**config.mk**
```make
export PLATFORM = sky130hd
export DESIGN_NAME = smvm_feed_controller
export DESIGN_NICKNAME = d
export VERILOG_FILES = /design/src/rtl/smvm_pkg.sv /design/src/rtl/smvm_feed_controller_lane_packer.sv /design/src/rtl/smvm_feed_controller.sv
export SDC_FILE = /design/constraint.sdc
export NUM_CORES = 1
export LEC_CHECK = 0
export CAP_MARGIN = 20
export CORE_AREA = 4 4 328 330
export CTS_BUF_LIST = sky130_fd_sc_hd__clkbuf_2
export CTS_CLUSTER_DIAMETER = 150
export CTS_CLUSTER_SIZE = 28
export DETAILED_ROUTE_END_ITERATION = 10
export DIE_AREA = 0 0 332 334
export PLACE_DENSITY = 0.54
export SYNTH_ARGS = -nofsm -noshare
export SYNTH_HDL_FRONTEND = slang
export SYNTH_SLANG_ARGS = --single-unit
```
**constraint.sdc**
```tcl
create_clock -name clk -period 2.95 [get_ports clk]
set_clock_uncertainty 0.05 [all_clocks]
set_input_delay 0.59 -clock clk [delete_from_list [all_inputs] [get_ports clk]]
set_output_delay 0.59 -clock clk [all_outputs]
set_load 0.05 [all_outputs]
```
**src/rtl/smvm_pkg.sv**
```systemverilog
// smvm_pkg: shared types and helpers for the sparse matrix x vector feed controller.
//   state_t      - sequencing states of the feed FSM
//   lane_mode_t  - what the lane packer loads on the next clock
//   lane_t       - one COO nonzero as carried on a datapath lane
//   sentinel_row - row id that drives the datapath into DONE
//   ceil_div     - beat count from a nonzero count
package smvm_pkg;

  typedef enum logic [2:0] {
    IDLE      = 3'd0,
    CLEAR     = 3'd1,
    FETCH     = 3'd2,
    DRAIN     = 3'd3,
    WAIT_DONE = 3'd4
  } state_t;

  typedef enum logic [1:0] {
    LANE_IDLE     = 2'd0,
    LANE_DATA     = 2'd1,
    LANE_SENTINEL = 2'd2
  } lane_mode_t;

  typedef struct packed {
    logic [31:0] value;
    logic [31:0] col;
    logic [31:0] row;
  } lane_t;

  function automatic logic [31:0] sentinel_row(input int unsigned matrix_size);
    return 32'(matrix_size);
  endfunction

  // Written as quotient plus remainder test so nnz near 2^32 cannot wrap.
  function automatic logic [31:0] ceil_div(input logic [31:0] num, input logic [31:0] den);
    logic [31:0] q;
    q = num / den;
    if ((num % den) != 32'd0) q = q + 32'd1;
    return q;
  endfunction

endpackage

```
**src/rtl/smvm_feed_controller_lane_packer.sv**
```systemverilog
// smvm_lane_packer: output register stage for the datapath lanes.
//   clk, rst_l                    - clock, async active-low reset
//   mode                          - IDLE (row 0), DATA (load bank words), SENTINEL (row=MATRIX_SIZE)
//   last, last_mask               - current DATA beat is the final one; lanes valid in it
//   mem_value/mem_col/mem_row     - bank read data, one word per lane
//   values/col_id/row_id, rdy     - registered lane outputs to the datapath
module smvm_lane_packer
  import smvm_pkg::*;
#(
  parameter int NUM_CHANNELS = 4,
  parameter int MATRIX_SIZE  = 128
) (
  input  logic                          clk,
  input  logic                          rst_l,
  input  lane_mode_t                    mode,
  input  logic                          last,
  input  logic [NUM_CHANNELS-1:0]       last_mask,
  input  logic [NUM_CHANNELS-1:0][31:0] mem_value,
  input  logic [NUM_CHANNELS-1:0][31:0] mem_col,
  input  logic [NUM_CHANNELS-1:0][31:0] mem_row,
  output logic [NUM_CHANNELS-1:0][31:0] values,
  output logic [NUM_CHANNELS-1:0][31:0] col_id,
  output logic [NUM_CHANNELS-1:0][31:0] row_id,
  output logic                          rdy
);

  lane_t [NUM_CHANNELS-1:0] lane_d;
  lane_t [NUM_CHANNELS-1:0] lane_q;

  always_comb begin
    lane_d = '0;
    for (int k = 0; k < NUM_CHANNELS; k++) begin
      case (mode)
        LANE_DATA: begin
          // Padded lanes of the final beat carry a zero product into the sentinel row.
          if (!last || last_mask[k])
            lane_d[k] = '{value: mem_value[k], col: mem_col[k], row: mem_row[k]};
          else
            lane_d[k] = '{value: 32'd0, col: 32'd0, row: sentinel_row(MATRIX_SIZE)};
        end
        LANE_SENTINEL: lane_d[k] = '{value: 32'd0, col: 32'd0, row: sentinel_row(MATRIX_SIZE)};
        default:       lane_d[k] = '0;
      endcase
    end
  end

  always_ff @(posedge clk or negedge rst_l) begin
    if (!rst_l) begin
      lane_q <= '0;
      rdy    <= 1'b0;
    end else begin
      lane_q <= lane_d;
      rdy    <= (mode == LANE_DATA);
    end
  end

  for (genvar k = 0; k < NUM_CHANNELS; k++) begin : g_lane
    assign values[k] = lane_q[k].value;
    assign col_id[k] = lane_q[k].col;
    assign row_id[k] = lane_q[k].row;
  end

endmodule

```
**src/rtl/smvm_feed_controller.sv**
```systemverilog
// smvm_feed_controller: sequences one sparse matrix x vector run into the 4-lane datapath.
//   clk, rst_l                 - clock, async active-low reset
//   start, nnz                 - host run request (accepted in IDLE only) and nonzero count
//   busy, done, error          - run in progress, completion pulse, sticky timeout flag
//   cycle_count                - cycles from accepted start to done/error (saturating)
//   mem_addr, mem_rd           - common bank word address and read strobe (data 1 cycle later)
//   mem_value/mem_col/mem_row  - bank read data
//   dp_rst_l                   - registered active-low datapath clear
//   values/col_id/row_id, rdy  - lane outputs to the datapath
//   dp_done                    - datapath finished
//
// state     | meaning
// ----------+-------------------------------------------------------------
// IDLE      | lanes row 0 / rdy 0, waiting for start
// CLEAR     | dp_rst_l low for DP_RST_CYCLES cycles
// FETCH     | mem_rd high, addresses 0..beats-1 back to back
// DRAIN     | last beats leave the pipeline, then sentinel flood begins
// WAIT_DONE | sentinel held, waiting for dp_done or timeout
module smvm_feed_controller
  import smvm_pkg::*;
#(
  parameter int NUM_CHANNELS  = 4,
  parameter int MATRIX_SIZE   = 128,
  parameter int ADDR_W        = 10,
  parameter int DP_RST_CYCLES = 2,
  parameter int TIMEOUT       = 1024
) (
  input  logic                          clk,
  input  logic                          rst_l,
  input  logic                          start,
  input  logic [31:0]                   nnz,
  output logic                          busy,
  output logic                          done,
  output logic                          error,
  output logic [31:0]                   cycle_count,
  output logic [ADDR_W-1:0]             mem_addr,
  output logic                          mem_rd,
  input  logic [NUM_CHANNELS-1:0][31:0] mem_value,
  input  logic [NUM_CHANNELS-1:0][31:0] mem_col,
  input  logic [NUM_CHANNELS-1:0][31:0] mem_row,
  output logic                          dp_rst_l,
  output logic [NUM_CHANNELS-1:0][31:0] values,
  output logic [NUM_CHANNELS-1:0][31:0] col_id,
  output logic [NUM_CHANNELS-1:0][31:0] row_id,
  output logic                          rdy,
  input  logic                          dp_done
);

  localparam int          CLR_W     = $clog2(DP_RST_CYCLES + 1);
  localparam int          TMR_W     = $clog2(TIMEOUT + 1);
  localparam logic [31:0] MAX_BEATS = 32'd1 << ADDR_W;

  state_t                  state;
  logic [CLR_W-1:0]        clr_cnt;
  logic [TMR_W-1:0]        tmr;
  logic [ADDR_W-1:0]       last_addr;
  logic [NUM_CHANNELS-1:0] last_mask;
  logic                    beats_zero;
  logic                    rd_d1;
  logic                    last_d1;
  logic [31:0]             beats_raw;
  logic [31:0]             beats_clamp;
  logic [NUM_CHANNELS-1:0] mask_d;
  lane_mode_t              mode;

  always_comb begin
    beats_raw   = ceil_div(nnz, 32'(NUM_CHANNELS));
    beats_clamp = (beats_raw > MAX_BEATS) ? MAX_BEATS : beats_raw;
    mask_d      = '0;
    for (int k = 0; k < NUM_CHANNELS; k++)
      mask_d[k] = (((beats_clamp - 32'd1) * 32'(NUM_CHANNELS)) + 32'(k)) < nnz;
  end

  // The exit cycle of WAIT_DONE already loads the idle pattern so lanes fall with busy.
  always_comb begin
    mode = LANE_IDLE;
    if (rd_d1)
      mode = LANE_DATA;
    else if (state == DRAIN || (state == WAIT_DONE && !dp_done && tmr != '0))
      mode = LANE_SENTINEL;
  end

  always_ff @(posedge clk or negedge rst_l) begin
    if (!rst_l) begin
      state       <= IDLE;
      busy        <= 1'b0;
      done        <= 1'b0;
      error       <= 1'b0;
      cycle_count <= 32'd0;
      mem_addr    <= '0;
      mem_rd      <= 1'b0;
      dp_rst_l    <= 1'b1;
      clr_cnt     <= '0;
      tmr         <= '0;
      last_addr   <= '0;
      last_mask   <= '0;
      beats_zero  <= 1'b0;
      rd_d1       <= 1'b0;
      last_d1     <= 1'b0;
    end else begin
      done    <= 1'b0;
      rd_d1   <= mem_rd;
      last_d1 <= mem_rd && (mem_addr == last_addr);
      if (busy && cycle_count != 32'hFFFF_FFFF)
        cycle_count <= cycle_count + 32'd1;

      case (state)
        IDLE: begin
          if (start) begin
            beats_zero  <= (beats_clamp == 32'd0);
            last_addr   <= ADDR_W'(beats_clamp - 32'd1);
            last_mask   <= mask_d;
            cycle_count <= 32'd0;
            error       <= 1'b0;
            busy        <= 1'b1;
            dp_rst_l    <= 1'b0;
            clr_cnt     <= CLR_W'(DP_RST_CYCLES - 1);
            state       <= CLEAR;
          end
        end
        CLEAR: begin
          if (clr_cnt == '0) begin
            dp_rst_l <= 1'b1;
            if (beats_zero) begin
              state <= DRAIN;
            end else begin
              mem_rd   <= 1'b1;
              mem_addr <= '0;
              state    <= FETCH;
            end
          end else begin
            clr_cnt <= clr_cnt - 1'b1;
          end
        end
        FETCH: begin
          if (mem_addr == last_addr) begin
            mem_rd   <= 1'b0;
            mem_addr <= '0;
            state    <= DRAIN;
          end else begin
            mem_addr <= mem_addr + 1'b1;
          end
        end
        DRAIN: begin
          // rd_d1 low means the final beat is already in the output flops.
          if (!rd_d1) begin
            tmr   <= TMR_W'(TIMEOUT - 1);
            state <= WAIT_DONE;
          end
        end
        WAIT_DONE: begin
          if (dp_done) begin
            done  <= 1'b1;
            busy  <= 1'b0;
            state <= IDLE;
          end else if (tmr == '0) begin
            error <= 1'b1;
            busy  <= 1'b0;
            state <= IDLE;
          end else begin
            tmr <= tmr - 1'b1;
          end
        end
        default: state <= IDLE;
      endcase
    end
  end

  smvm_lane_packer #(
    .NUM_CHANNELS(NUM_CHANNELS),
    .MATRIX_SIZE (MATRIX_SIZE)
  ) u_packer (
    .clk      (clk),
    .rst_l    (rst_l),
    .mode     (mode),
    .last     (last_d1),
    .last_mask(last_mask),
    .mem_value(mem_value),
    .mem_col  (mem_col),
    .mem_row  (mem_row),
    .values   (values),
    .col_id   (col_id),
    .row_id   (row_id),
    .rdy      (rdy)
  );

endmodule
```
==> impl_metrics.toml <==
[power]
power_mw = 22.0
power_density_nw_per_um2 = 651
leakagePower_nw = 15.0
irDropWorstVdd_mv = 0.414

[critical_path]
timing.rr.start = "tmr[1]"
start_kind = "input pin"
worstRegToRegCells = 12
worstSetupPathType = "input pin to flop"
worstPathMaxFanout = 12
arrival_ps = 4310
reg2reg_setup_slack_ps = 40
endpoint_kind = "flop"
required_ps = 3950
r2r_end = "state[0]"

[grt]
grt_pass1_wl_um = 128000
grt_pass1_vias = 17900
antenna_found_initial = 37
grt_util_all_layers_pct = 15.6
grt_max_degree = 93
gr-total-overflow = 0

[clocking]
cts_made_buffers = 21
h-tree-depth = 1
path_clk_slew_ps = 530
cts_tree = "done"
cts_root_buffer = "clkbuf_2"
ctsLongestPathBuffers = 3
cts.sinks = 465
clock_latency_ps = 1240

[detailed_routing]
ant_nets = 0
route.vias.total = 16800
wl_per_cell_um = 20.7
totalWireLength_um = 90800
drc = 0
vias_per_cell = 3.83
drtIter0Drc = 775
firstDrtPassIters = 5

[hold_path]
min_to = "last_mask[3]"
min_path_type = "input pin to flop"
hold_depth = 9
hp-start = "nnz[12]"

[final_layout]
finish.net_count = 3436
drive_gt1_share_pct = 26.9
final-instance-count-excl-fill = 4396
syn_to_final_growth_pct = 84.9
nFillCells = 10800
fin_area_um2 = 33800

[yosys]
synth.distinct_cells = 71
netlist.area_leader.share_pct = 63.4
yosys_warnings = 0
synthArstFlopShare_pct = 100
synth.largest_area_cell = "dfrtp_1"
ys_ff_latch = 465
syn_inst = 1549
syn_area_um2 = 18300
yosysMostFrequentCell = "dfrtp_1"
synth_area_leaders = "dfrtp_1 (63%), and2_1 (13%), ha_1 (2.4%)"
synth_edf_count = 0
synth_common_cells = "dfrtp_1 (464), and2_1 (390), nor2_1 (79), nand2_1 (64)"
yosysSeqAreaShare_pct = 63.6
avgSynthCellArea_um2 = 11.8
ys.flop_type = "dfrtp_1"
synth_nets = 2004

[floorplan]
coreArea_um2 = 105000
die_area_um2 = 111000
die_x_um = 332
start_util_pct = 17.5
pin_count = 852
die_h_um = 334
core.rowCount = 119

[place]
placed_cells = 3886
port_buffers = 851
hpwl_um = 68900
pre_cts_ws_ps = -2210
place_congestion = 0.851
dpl-instance-area_um2 = 29700

[status]
violations = "negative setup slack"
outcome = "finished with violations"

[sta]
period_needed_ps = 3310
hold_viol_final = 0
min_period_over_period_pct = 112
maxSlewHeadroom_pct = 48.2
rsz0062_at_grt = "true"
finalSetupViolations = 4
final-max-slew-violation-count = 0
worstMarginPinSlew_ps = 777
setup_ws_ps = -365
fmaxAchievable_mhz = 302

[job]
drv_cap = 0
-- through the flow --
step | TNS (ps) | hold WS (ps) | util [%]
final | -1220 | 262 | 32.3
after global routing | -1590 | 37.7 | 32.3
after CTS | -541 | 5.54 | 32.4
after floorplan | -9960 | 244 | -
after global placement | -18770 | 421 | 28.3
after detailed placement | -19060 | 409 | 28.3
-- report_power, final --
part / total (mW) / switching (mW) / internal, mW
clock network: 2.47 / 2.10 / 0.370
registers: 8.29 / 0.528 / 7.76
logic: 11.3 / 7.78 / 3.49
-- cell families (layout without fill, tap and decap cells) --
logic type      after synthesis  after routing  share of synthesized area (%)
simple gates                703            703                           22.2
flops                       465            465                           63.6
compound gates              145            145                           5.23
buf+inv                     123           1563                           2.71
xor+xnor                     63             63                           3.01
fa+ha+maj                    36             36                           2.45
mux                          14             14                          0.814
other cells                   0             16                              0
-- worst max-delay path, stage by stage --
cell and delay [ps]:
buf_2 170, nand4_4 190, buf_4 190, nor3_4 190, nand3_1 140, a221oi_1 350
o2111ai_2 170, nor4b_4 220, buf_4 180, buf_6 140, and3_1 200, ha_4 210
a21o_1 170, a21o_1 160, a21o_1 150, a21oi_1 140, o21ai_1 100, a31oi_2 180
o211a_1 210, a22oi_1 80, a31oi_1 170
-- how the worst max path moves through the flow --
| stage | cells after the start | startpoint | slack (ps) | end |
|---|---|---|---|---|
| 2_1_floorplan | 26 | nnz[1] | -1720 | last_mask[1] |
| 3_3_place_gp | 22 | nnz[7] | -2110 | last_mask[1] |
| 3_5_place_dp | 22 | nnz[3] | -2210 | last_mask[1] |
| 4_1_cts | 22 | nnz[3] | -210 | last_mask[1] |
| 5_1_grt | 26 | nnz[3] | -370 | last_mask[1] |
| 6_report | 21 | nnz[7] | -360 | last_mask[1] |
-- sequential cells by signal (all words and copies together) (netlist names) --
| name | count |
|---|---|
| beats_zero | 1 |
| busy | 1 |
| clr_cnt | 2 |
| cycle_count | 32 |
| done | 1 |
| dp_rst_l | 1 |
| error | 1 |
| last_addr | 10 |
| last_d1 | 1 |
| last_mask | 4 |
| mem_addr | 10 |
| mem_rd | 1 |
| rd_d1 | 1 |
| state | 3 |
| tmr | 11 |
| u_packer.col_id | 128 |
| u_packer.rdy | 1 |
| u_packer.row_id | 128 |
| u_packer.values | 128 |
-- cell type report --
type                            count  area (um2)  area share (%)
Clock buffer                       28         140           0.414
Inverter                           54         210           0.621
Clock inverter                      3        66.3           0.196
Antenna cell                       16        40.0           0.118
Sequential cell                   465       11700            34.5
Tap cell                         1391        1740            5.14
Multi-Input combinational cell    961        6590            19.5
Timing Repair Buffer             1478       13400            39.6
-- per-layer routing --
metal	up-vias	wire length, um	track usage, %
li1	7926	-	-
met1	8175	35600	18.2
met2	574	45300	27.3
met3	151	6190	4.25
met4	10	3720	5.96
met5	-	57	0
-- cell usage in the layout, fill, tap and decap left out, types with 8 or more instances in the layout --
cell and count:
o21ai_0 24, diode_2 16, dfrtp_2 16, xor2_1 25, a21o_1 12, nand2_1 58
ha_1 29, clkdlybuf4s50_1 390, nand3_1 33, nor3_2 9, nand4_1 28, clkbuf_2 30
inv_1 51, and3_1 18, and2_1 390, dlygate4sd3_1 400, clkdlybuf4s15_2 164, buf_2 234
buf_4 221, a31oi_1 8, buf_6 20, nor3_1 22, nor2_1 71, or3_1 11
xnor2_1 36, dlygate4sd2_1 21, a21oi_1 33, dfrtp_1 448, buf_12 11, clkdlybuf4s18_2 8
-- repair_timing --
action / CTS / global route
endpoints found under the hold margin: 863 / 0
gates resized for setup: 1822 / 127
gates cloned: 1 / 0
buffers inserted: 88 / 10
pin swaps: 45 / 28
hold buffers: 402 / 0
endpoints found under the setup margin: 428 / 73
(Power assumes the default switching activity.)
==> patch: new RTL, config.mk and constraints unchanged <==
Encoding of `state_t`: now Gray code (3 bits for 5 states).
--- a/src/rtl/smvm_pkg.sv
+++ b/src/rtl/smvm_pkg.sv
@@ -7,11 +7,11 @@
 package smvm_pkg;
 
   typedef enum logic [2:0] {
-    IDLE      = 3'd0,
-    CLEAR     = 3'd1,
-    FETCH     = 3'd2,
-    DRAIN     = 3'd3,
-    WAIT_DONE = 3'd4
+    IDLE      = 3'b000,
+    CLEAR     = 3'b001,
+    FETCH     = 3'b011,
+    DRAIN     = 3'b010,
+    WAIT_DONE = 3'b110
   } state_t;
 
   typedef enum logic [1:0] {
Behaviour: same outputs for any inputs over 4 cycles, from zero or initial values and one cycle with rst_l low; so few cycles prove little.
==> patch against the unedited design <==
The run still ends with setup timing left. Cell count increased by 1.1%. Non-clock buffer count grew 52. Worst hold slack better by 22 ps. Die area is the same. Cell area is 3.1% higher. Setup slack got worse by 270 ps. Routed wire length rose by 1.7%. Power fell by 27%. Sequential cell count stayed put. Sequential power down 8.9%. Synthesized area down 0.34%. Largest cell class unchanged.
==> patch: results (changes against the unedited design) <==
placed inst area=29960 sq um (was 29710 sq um); multi-input gate count=950 (was 961); worst setup margin=-631.8 ps (was -364.9 ps); r2r setup slk=-70 ps (was 40 ps); GPL Wtd Cong=0.8879 (was 0.8511); r2r endpoint=u_packer.row_id[71]$_DFF_PN0_ (was state[0]$_DFFE_PN0P_); failing checks=setup timing (unchanged); min-delay src=nnz[16] (was nnz[12]); final setup violating endpoints=7 (was 4); initial DRC count=736 (was 775); VDD IR max=0.6749 mV (was 0.4135 mV); first-pass GRT wire length=131500 um (was 128200 um); Via-to-Cell Ratio=3.902 (was 3.830); status=finished with violations (unchanged); multi-input gate share of total cell area=19.01% (was 19.47%); Sum Neg Setup Slack=-2576 ps (was -1219 ps); placed insts=3904 (was 3886); ClkCell Share=0.6494% (was 0.6101%); antenna cell count=20 (was 16); buffer share of cell area=41.19% (was 39.58%); DRT Wirelength=92340 um (was 90810 um); initial antenna violation count=29 (was 37); CP endpoint=last_mask[2]$_DFFE_PN0P_ (was last_mask[1]$_DFFE_PN0P_); filler instances=10600 (was 10750); Non-Filler Instances=4444 (was 4396); worst hold slack=283.9 ps (was 261.7 ps); met3 wire length=6277 um (was 6185 um)
## patch: report_power, final
group | internal [uW] | total [uW] | switching, uW
Combinational | 2370 | 6040 | 3670
Clock | 319 | 2450 | 2140
Sequential | 7090 | 7550 | 463
Total | 9780 | 16000 | 6270
## patch: logic make-up (layout without fill, tap and decap cells)
kind of cell	after synthesis	in the layout	synth area share [%]
compound gates	157	157	5.700
xor+xnor	50	50	2.401
mux	18	18	1.070
flops	465	465	63.80
buf+inv	124	1618	2.662
simple gates	689	689	21.90
other cells	0	20	0
fa+ha+maj	36	36	2.463
## patch: repair_timing
action	4_1_cts	5_1_grt
setup buffers	78	18
cloned	1	0
endpoints found under the setup margin	438	30
hold buffers	404	0
gates resized for setup	1785	39
endpoints found under the hold margin	870	0
pin swaps	47	41
## patch: layer usage
layer | global-route usage, % | up-vias
met4 | 5.939 | 6
met2 | 27.29 | 618
li1 | - | 8040
met1 | 19.10 | 8527
met3 | 4.358 | 149
met5 | 0 | -
